--- src/rtl/rv_ex_pkg.sv ---
// Shared EX-stage definitions for the multi-cycle divider: operand width,
// M-extension funct3 codes and the divider sequencer state encoding.
package rv_ex_pkg;

    localparam int XLEN = 32;

    localparam logic [2:0] F3_DIV  = 3'b100;
    localparam logic [2:0] F3_DIVU = 3'b101;
    localparam logic [2:0] F3_REM  = 3'b110;
    localparam logic [2:0] F3_REMU = 3'b111;

    typedef enum logic [1:0] {
        IDLE = 2'd0,
        CALC = 2'd1,
        DONE = 2'd2
    } state_t;

    function automatic logic f3_is_signed(input logic [2:0] f3);
        return (f3 == F3_DIV) || (f3 == F3_REM);
    endfunction

    function automatic logic f3_is_rem(input logic [2:0] f3);
        return (f3 == F3_REM) || (f3 == F3_REMU);
    endfunction

endpackage

--- src/rtl/div_step.sv ---
// One radix-2 restoring divide iteration: shift the next dividend bit into the
// partial remainder, compare against the divisor, subtract and emit a quotient bit.
module div_step #(
    parameter int XLEN = 32
) (
    input  logic [XLEN-1:0] rem_in,
    input  logic [XLEN-1:0] quo_in,
    input  logic [XLEN-1:0] divisor,
    output logic [XLEN-1:0] rem_out,
    output logic [XLEN-1:0] quo_out
);

    // One extra bit: the shifted remainder can exceed 2^XLEN when the divisor
    // has its top bit set, and dropping it would corrupt the comparison.
    logic [XLEN:0] shifted;
    logic [XLEN:0] diff;
    logic          ge;

    always_comb begin
        shifted = {rem_in, quo_in[XLEN-1]};
        diff    = shifted - {1'b0, divisor};
        ge      = (shifted >= {1'b0, divisor});
        rem_out = ge ? diff[XLEN-1:0] : shifted[XLEN-1:0];
        quo_out = {quo_in[XLEN-2:0], ge};
    end

endmodule

--- src/rtl/ex_div_sequencer.sv ---
// EX-stage multi-cycle RV32M DIV/DIVU/REM/REMU sequencer: stalls the front end
// while iterating, then pulses done with the signed-corrected result.
// Optional: EX_DIV_EARLY_OUT_EN sends divide-by-zero and signed overflow straight to DONE.
module ex_div_sequencer #(
    parameter int XLEN = rv_ex_pkg::XLEN
) (
    input  logic            clk,
    input  logic            rst,
    input  logic            start,
    input  logic [2:0]      funct3,
    input  logic [XLEN-1:0] rs1_data,
    input  logic [XLEN-1:0] rs2_data,
    input  logic [4:0]      rd,
    input  logic            flush,
    output logic            stall,
    output logic            done,
    output logic [XLEN-1:0] result,
    output logic [4:0]      result_rd
);
    import rv_ex_pkg::*;

    localparam int CNT_W = $clog2(XLEN);

    state_t            state_reg, state_next;
    logic [CNT_W-1:0]  count_reg, count_next;
    logic [XLEN-1:0]   quo_reg, quo_next;
    logic [XLEN-1:0]   rem_reg, rem_next;
    logic [XLEN-1:0]   divisor_reg, divisor_next;
    logic              sign_a_reg, sign_a_next;
    logic              sign_b_reg, sign_b_next;
    logic              is_rem_reg, is_rem_next;
    logic [4:0]        rd_reg, rd_next;
    logic [XLEN-1:0]   result_hold_reg, result_hold_next;
    logic [4:0]        result_rd_reg, result_rd_next;

    logic [XLEN-1:0]   step_rem, step_quo;
    logic              in_signed, a_neg, b_neg;
    logic [XLEN-1:0]   a_abs, b_abs;
    logic [XLEN-1:0]   quo_fix, rem_fix, final_value;

    div_step #(.XLEN(XLEN)) u_step (
        .rem_in  (rem_reg),
        .quo_in  (quo_reg),
        .divisor (divisor_reg),
        .rem_out (step_rem),
        .quo_out (step_quo)
    );

    // Operand conditioning for the op presented in IDLE.
    always_comb begin
        in_signed = f3_is_signed(funct3);
        a_neg     = in_signed & rs1_data[XLEN-1];
        b_neg     = in_signed & rs2_data[XLEN-1];
        a_abs     = a_neg ? (~rs1_data + 1'b1) : rs1_data;
        b_abs     = b_neg ? (~rs2_data + 1'b1) : rs2_data;
    end

    // Sign correction; a zero divisor leaves the all-ones quotient untouched.
    always_comb begin
        quo_fix     = ((sign_a_reg ^ sign_b_reg) && (divisor_reg != '0)) ? (~quo_reg + 1'b1) : quo_reg;
        rem_fix     = sign_a_reg ? (~rem_reg + 1'b1) : rem_reg;
        final_value = is_rem_reg ? rem_fix : quo_fix;
    end

`ifdef EX_DIV_EARLY_OUT_EN
    logic early_div0, early_ovf;
    always_comb begin
        early_div0 = (rs2_data == '0);
        early_ovf  = in_signed && (rs1_data == {1'b1, {(XLEN-1){1'b0}}}) && (rs2_data == '1);
    end
`endif

    always_comb begin
        state_next       = state_reg;
        count_next       = count_reg;
        quo_next         = quo_reg;
        rem_next         = rem_reg;
        divisor_next     = divisor_reg;
        sign_a_next      = sign_a_reg;
        sign_b_next      = sign_b_reg;
        is_rem_next      = is_rem_reg;
        rd_next          = rd_reg;
        result_hold_next = result_hold_reg;
        result_rd_next   = result_rd_reg;
        stall            = 1'b0;
        done             = 1'b0;
        result           = result_hold_reg;
        result_rd        = result_rd_reg;

        case (state_reg)
            IDLE: begin
                // Gated by rst so stall reads 0 while reset is held.
                if (start && !flush && rst) begin
                    stall        = 1'b1;
                    divisor_next = b_abs;
                    sign_a_next  = a_neg;
                    sign_b_next  = b_neg;
                    is_rem_next  = f3_is_rem(funct3);
                    rd_next      = rd;
                    quo_next     = a_abs;
                    rem_next     = '0;
                    count_next   = CNT_W'(XLEN-1);
                    state_next   = CALC;
`ifdef EX_DIV_EARLY_OUT_EN
                    // Preload the magnitudes the full iteration would produce.
                    if (early_div0) begin
                        quo_next   = '1;
                        rem_next   = a_abs;
                        count_next = '0;
                        state_next = DONE;
                    end else if (early_ovf) begin
                        quo_next   = {1'b1, {(XLEN-1){1'b0}}};
                        rem_next   = '0;
                        count_next = '0;
                        state_next = DONE;
                    end
`endif
                end
            end

            CALC: begin
                if (flush) begin
                    count_next = '0;
                    state_next = IDLE;
                end else begin
                    stall      = 1'b1;
                    quo_next   = step_quo;
                    rem_next   = step_rem;
                    if (count_reg == '0) begin
                        state_next = DONE;
                    end else begin
                        count_next = count_reg - CNT_W'(1);
                    end
                end
            end

            DONE: begin
                state_next = IDLE;
                if (!flush) begin
                    done             = 1'b1;
                    result           = final_value;
                    result_rd        = rd_reg;
                    result_hold_next = final_value;
                    result_rd_next   = rd_reg;
                end
            end

            default: begin
                state_next = IDLE;
                count_next = '0;
            end
        endcase
    end

    always_ff @(posedge clk or negedge rst) begin
        if (!rst) begin
            state_reg       <= IDLE;
            count_reg       <= '0;
            quo_reg         <= '0;
            rem_reg         <= '0;
            divisor_reg     <= '0;
            sign_a_reg      <= 1'b0;
            sign_b_reg      <= 1'b0;
            is_rem_reg      <= 1'b0;
            rd_reg          <= '0;
            result_hold_reg <= '0;
            result_rd_reg   <= '0;
        end else begin
            state_reg       <= state_next;
            count_reg       <= count_next;
            quo_reg         <= quo_next;
            rem_reg         <= rem_next;
            divisor_reg     <= divisor_next;
            sign_a_reg      <= sign_a_next;
            sign_b_reg      <= sign_b_next;
            is_rem_reg      <= is_rem_next;
            rd_reg          <= rd_next;
            result_hold_reg <= result_hold_next;
            result_rd_reg   <= result_rd_next;
        end
    end

endmodule

--- config.mk ---
export PLATFORM = sky130hd
export DESIGN_NAME = ex_div_sequencer
export DESIGN_NICKNAME = d
export VERILOG_FILES = /design/src/rtl/rv_ex_pkg.sv /design/src/rtl/div_step.sv /design/src/rtl/ex_div_sequencer.sv
export SDC_FILE = /design/constraint.sdc
export NUM_CORES = 1
export LEC_CHECK = 0
export ABC_AREA = 1
export BUFFER_PORTS_ARGS = -buffer_cell sky130_fd_sc_hd__buf_2
export CAP_MARGIN = 15
export CORE_ASPECT_RATIO = 0.7
export CORE_MARGIN = 2
export CORE_UTILIZATION = 30
export DETAILED_ROUTE_END_ITERATION = 6
export PLACE_DENSITY_LB_ADDON = 0.1
export SYNTH_ARGS = -nofsm -noshare
export SYNTH_HDL_FRONTEND = slang
export SYNTH_SLANG_ARGS = --single-unit
--- constraint.sdc ---
create_clock -name clk -period 2.76 [get_ports clk]
set_input_delay 0 -clock clk [delete_from_list [all_inputs] [get_ports clk]]
set_output_delay 0 -clock clk [all_outputs]
set_load 0.01 [all_outputs]
==> results.yml, run 1 <==
placement:
  globalplace.congestion: 0.927
  pre_cts_ws_ns: 0.190
  portBuffers: 114
  place_area_sq_mm: 0.0146
  dp.final_hpwl_mm: 41.8
sta:
  fmax_ghz: 0.381
  setup_slack_ns: 0.132
  final-hold-violation-count: 0
  skew_ns: 0.0153
  maxSlewViolCount: 0
  fin_crit_ns: 2.63
  worst_hold_slack_ns: 0.0281
  slew_headroom_pct: 47.9
  worst_slew_pin_slew_ns: 0.781
  finalSetupViolCount: 0
  finalCritPeriodShare_pct: 95.2
pwr:
  ir_worst_vdd_mv: 0.357
  powerDensity_mw_per_mm2: 547
  switchingPower_uw: 3730
  power.internal_uw: 4970
  pwr-share-seq_pct: 32.3
  p_comb_share_pct: 39.7
  power.share.clock_pct: 28.0
  fin_total_pwr_uw: 8700
  p_sw_share_pct: 42.9
  p_leak_uw: 0.00846
global_routing:
  grt_pass1_vias: 13400
  antenna_found_initial: 4
  grt_pass1_wl_mm: 81.3
  grt_start_max_net_pins: 66
  grt_usage_pct: 23.0
  grt_overflow_total: 0
setup_path:
  worstSetupPathType: "register to output port"
  reg2reg_setup_slack_ns: 0.20
  arrival_ns: 2.63
  path_max_fanout: 16
  critPathMostFrequentCell: "nand3_1"
  max_stage_delay_ns: 0.37
  timing.rr.start: "rem_reg[27]"
  cp-start-kind: "register"
  crit_chain: "clkinvlp_4, nand3_1, nor2_1, nand2_2, nor2_4, buf_12, nor2_4, buf_4, nand3_1, nand3_1, a21boi_1, buf_2"
  rr_endpoint: "rem_reg[23]"
  critPathRequiredTime_ns: 2.76
  cp-end-kind: "output port"
  critPathSlowestCell: "dfrtp_1"
  ff2ff_path_depth: 10
job:
  cap_violations: 0
floorplanning:
  fp.coreArea_sq_mm: 0.0436
  die_w_um: 255
  die_area_sq_mm: 0.0460
  dieHeight_um: 180
  ios: 115
  row_count: 64
  initial_core_util_pct: 30.4
route:
  wl_per_cell_um: 17.8
  drc: 0
  drt_wl_total_mm: 53.1
  detail_route.vias_per_cell: 4.85
  first_pass_iters: 5
  vias: 14500
  antenna_left: 0
  drtIter0Drc: 1454
final_layout:
  drive_above_1_share_pct: 12.1
  final_net_count: 2491
  area_growth_pct: 19.7
  diodes: 0
  stdcell_area_sq_mm: 0.0159
clock_tree:
  cts_sinks: 148
  cts_buffer_depth: 2
  clock-root-buffer: "clkbuf_16"
  cts-buffers-inserted: 17
  path_clk_slew_ns: 0.07
  htree_levels: 4
  clk_latency_ns: 0.45
  tritoncts: "built"
yosys:
  yosysTopAreaCell: "dfrtp_1"
  yosys-top-cells-area: "dfrtp_1 28%, nand2_1 21%, nand3_1 8.9%"
  synthTopCellsByCount: "743 x nand2_1, 297 x inv_1, 237 x nand3_1"
  synth_flop_cell: "dfrtp_1"
  syn-cell-area_sq_mm: 0.0133
  ys_types: 49
  yosys_warnings: 0
  seq_area_frac_synth_pct: 27.9
  syn-num-nets: 2331
  syn-mean-instance-area_sq_um: 5.99
  synthCells: 2216
  post-synth-top-count-cell: "nand2_1"
  ys_seq_elements: 148
  synth_edf_count: 0
  async_reset_ff_share_pct: 100
  synth_top_area_share_pct: 27.9
min_path:
  holdPathEnd: "divisor_reg[28]"
  hp-class: "input pin to register"
  hold_path_startpoint: "rs2_data[28]"
  holdPathStages: 5
outcome:
  status: "finished, final reports clean"
-- what timing repair did --
item	4_1_cts	5_1_grt
hold endpoints to repair	150	0
setup buffers	0	8
resized for setup	6	30
setup endpoints to repair	10	32
cloned	1	1
hold buffers	50	0
pin swaps	1	2
-- placed cells by master (no fill, tap or decap), types with 23 or more instances in the layout --
cell type / instances
nand2_1: 740
inv_1: 293
nand3_1: 236
nor2_1: 210
dfrtp_1: 147
o21ai_0: 120
buf_2: 113
a21oi_1: 80
dlygate4sd3_1: 50
ha_1: 38
or2_2: 32
xor2_1: 32
buf_4: 32
nand4_1: 27
nor3_1: 23
-- worst max-delay path, delay by kind of cell, from the launching register on --
| kind | cells | cell delay, ns |
|---|---|---|
| buffers and inverters | 4 | 0.72 |
| flip-flops | 1 | 0.37 |
| AO/OA/AOI/OAI | 1 | 0.10 |
| AND/OR/NAND/NOR | 7 | 0.97 |
-- power groups by stage --
stage	sequential (uW)	clock (uW)	combinational [uW]
after floorplan	2720	0	2100
after global placement	2840	0	3220
after detailed placement	2840	0	3200
after CTS	2800	2500	3290
after global routing	2860	2580	3840
final	2810	2440	3450
-- metal layers --
layer  wire length (um)  vias up  track usage (%)  share of wire (%)
li1                   -     7332                -                  -
met1              28500     6682             37.0                 54
met2              20300      408             30.4                 38
met3               3610       41             4.99                6.8
met4                618        6             4.38                1.2
met5                 33        -                0              0.062
-- area by class of cell --
cell class                 count  area [sq um]
fill                        4911         27700
multi-input combinational   1687          8180
sequential                   148          3700
timing repair buffer         204          1470
inverter                     318          1200
tap                          594           743
clock buffer                  19           443
clock inverter                13           150
-- per-stage QoR --
stage	TNS, ns	utilization, %	instances
floorplan	0	-	2216
global placement	0	33.4	2891
detailed placement	0	33.4	2891
CTS	0	35.9	2974
global route	-0.00644	36.4	2983
finish	0	36.4	2983
-- logic make-up (layout without fill, tap and decap cells) --
| family | after synthesis | after routing | share of synthesized area, % |
|---|---|---|---|
| and+or+nand+nor | 1336 | 1338 | 43.1 |
| adders and majority gates | 39 | 39 | 3.73 |
| AOI/OAI and AO/OA | 262 | 262 | 10.8 |
| DFF | 148 | 148 | 27.9 |
| xor gates and xnor gates | 48 | 48 | 3.22 |
| buffers and inverters | 383 | 554 | 11.3 |
-- how the worst max path moves through the flow --
stage | endpoint | startpoint | depth (start not counted) | slack, ns
2_1_floorplan | rem_reg[14] | rem_reg[2] | 14 | 0.82
5_1_grt | result[20] | rem_reg[0] | 11 | -0.006
4_1_cts | result[15] | divisor_reg[1] | 10 | 0.008
6_report | result[13] | divisor_reg[2] | 12 | 0.13
3_3_place_gp | rem_reg[23] | rem_reg[19] | 12 | 0.22
3_5_place_dp | quo_reg[0] | divisor_reg[3] | 14 | 0.19
No activity file was read; power rests on OpenSTA's default activity.
==> run 2: changes to the inputs <==
--- a/config.mk
+++ b/config.mk
@@ -17,2 +17,3 @@
 export SYNTH_HDL_FRONTEND = slang
+export SYNTH_HIERARCHICAL = 1
 export SYNTH_SLANG_ARGS = --single-unit
--- a/constraint.sdc
+++ b/constraint.sdc
@@ -3,2 +3,2 @@
 set_output_delay 0 -clock clk [all_outputs]
-set_load 0.01 [all_outputs]
+set_load 0.05 [all_outputs]
==> run 2 against run 1 <==
  * Die area grew 2.1%
  * Critical path depth unchanged
  * Fmax fell by 1.9%
  * Sequential share of layout area fell by 0.82 points
  * Synthesized cell count increased by 0.68%
  * Total power rose by 1.5%
  * Clock skew shrank 0.00099 ns
  * Largest cell class unchanged
==> results.yml, run 2 <==
sta:
  slew_headroom_pct: 35.0
  final-hold-violation-count: 0
  finalCritPeriodShare_pct: 97.1
  finalSetupViolCount: 0
  maxSlewViolCount: 0
  rsz0062_at_grt: "yes"
  worst_slew_pin_slew_ns: 0.974
  skew_ns: 0.0144
  fmax_ghz: 0.373
  fin_crit_ns: 2.68
floorplanning:
  ios: 115
  die_area_sq_mm: 0.0469
  die_w_um: 258
  row_count: 65
  dieHeight_um: 182
  initial_core_util_pct: 30.2
  fp.coreArea_sq_mm: 0.0448
clock_tree:
  clock-root-buffer: "clkbuf_16"
  path_clk_slew_ns: 0.08
  cts-buffers-inserted: 17
  tritoncts: "built"
  cts_buffer_depth: 2
  cts_sinks: 148
  clk_latency_ns: 0.46
  htree_levels: 4
global_routing:
  grt_start_max_net_pins: 79
  grt_usage_pct: 22.5
  grt_pass1_vias: 13400
  grt_overflow_total: 0
  antenna_found_initial: 3
  grt_pass1_wl_mm: 80.8
placement:
  place_area_sq_mm: 0.0148
  globalplace.congestion: 0.942
  portBuffers: 114
  dp.final_hpwl_mm: 41.6
  dpl.cell_count: 2906
final_layout:
  area_growth_pct: 21.6
  stdcell_area_sq_mm: 0.0165
  mostFrequentLayoutCell: "nand2_1"
  final_net_count: 2514
  final_cell_mix: "667 x nand2_1, 303 x inv_1, 238 x nand3_1"
  diodes: 0
  nFillCells: 4936
  drive_above_1_share_pct: 14.8
  fin_cells: 3016
yosys:
  post-synth-top-count-cell: "nand2_1"
  synthTopCellsByCount: "676 x nand2_1, 304 x inv_1, 243 x nand3_1, 243 x nor2_1, 148 x dfrtp_1"
  yosys-top-cells-area: "dfrtp_1 27%, nand2_1 19%, nand3_1 9.0%"
  syn-num-nets: 2345
  async_reset_ff_share_pct: 100
  yosys_warnings: 6
  syn-cell-area_sq_mm: 0.0136
  synth_edf_count: 0
  ys_seq_elements: 148
  yosysTopAreaCell: "dfrtp_1"
  synth_top_area_share_pct: 27.3
  ys_types: 50
  synthCells: 2231
  syn-mean-instance-area_sq_um: 6.08
  seq_area_frac_synth_pct: 27.3
  synth_flop_cell: "dfrtp_1"
route:
  first_pass_iters: 5
  wl_per_cell_um: 17.4
  detail_route.vias_per_cell: 4.94
  drc: 0
  drt_wl_total_mm: 52.6
  vias: 14900
  drtIter0Drc: 1394
  antenna_left: 0
min_path:
  hold_path_startpoint: "rs1_data[2]"
  hp-class: "input pin to register"
setup_path:
  cp-start-kind: "register"
  timing.rr.start: "divisor_reg[23]"
  critPathSlowestCell: "dfrtp_1"
  cp-end-kind: "output port"
  crit_chain: "inv_1, ha_2, nand3_1, nor2_1, nand2_1, nand2_4, buf_4, nand2_1, a21oi_1, a21oi_1, a21boi_2, buf_4"
  max_stage_delay_ns: 0.42
  worstSetupStartpoint: "rem_reg[0]"
  critPathRequiredTime_ns: 2.76
  path_buf_inv: 3
  cp_top_family: "simple AND/OR/NAND/NOR gates"
  path_max_fanout: 12
  worstSetupPathType: "register to output port"
  arrival_ns: 2.68
pwr:
  ir_worst_vdd_mv: 0.451
  powerDensity_mw_per_mm2: 536
  p_leak_uw: 0.00863
outcome:
  status: "finished, final reports clean"
job:
  cap_violations: 0
-- run 2: path summary, 6_finish.rpt --
check,cells after the start,slack [ns],end
hold / removal,5,0.03,quo_reg[2]
setup reg to reg,15,0.17,rem_reg[0]
hold reg to reg,2,0.47,result_rd_reg[2]
setup / recovery,12,0.08,result[18]
max in group asynchronous,4,1.54,quo_reg[10]
min in group asynchronous,3,0.26,divisor_reg[11]
-- run 2: layout make-up --
type | instances | area, sq um | area share [%]
Tap cell | 603 | 754 | 4.58
Clock buffer | 17 | 425 | 2.58
Clock inverter | 15 | 188 | 1.14
Timing Repair Buffer | 250 | 1930 | 11.7
Inverter | 314 | 1180 | 7.16
Sequential cell | 148 | 3710 | 22.5
Multi-Input combinational cell | 1669 | 8300 | 50.3
-- run 2: worst min-delay path: cells and delay by family --
kind            cells  cell delay [ns]
buf+inv             2             0.15
simple gates        1             0.10
compound gates      2             0.20
-- run 2: stage by stage --
step	setup WS [ns]	setup TNS, ns	hold WS [ns]	utilization (%)	total power [uW]
2_1_floorplan	0.0186	0	-0.296	-	5120
3_5_place_dp	0.139	0	-0.160	33.0	6140
3_3_place_gp	0.101	0	-0.158	33.0	6160
5_1_grt	-0.0854	-0.421	0.0333	36.8	9420
6_report	0.0810	0	0.0276	36.8	8830
4_1_cts	0.00168	0	0.00712	36.2	8730
-- run 2: cell families after synthesis --
kind of cell               count (synthesis)  synth area share, %
AOI/OAI and AO/OA                        277                 11.4
xor gates and xnor gates                  39                 2.58
adders and majority gates                 38                 3.56
buffers and inverters                    414                 13.0
DFF                                      148                 27.3
and+or+nand+nor                         1315                 42.1
-- run 2: what timing repair did --
action                     CTS  global route
setup endpoints to repair   36            65
hold endpoints to repair   160             0
hold buffers                68             0
buffers inserted             0             8
gates cloned                 0             2
gates resized for setup     41            73
pin swaps                    1             5
-- run 2: metal layers --
metal | part of all wire [%] | track usage (%)
met4 | 1.0 | 4.35
met3 | 5.7 | 2.65
met1 | 55 | 37.8
met2 | 38 | 29.5
met5 | 0 | 0
-- run 2: power by group --
part	internal, uW	leakage (uW)	switching (uW)
Clock	1230	0.000294	1220
Sequential	2480	0.00185	364
Combinational	1150	0.00648	2380
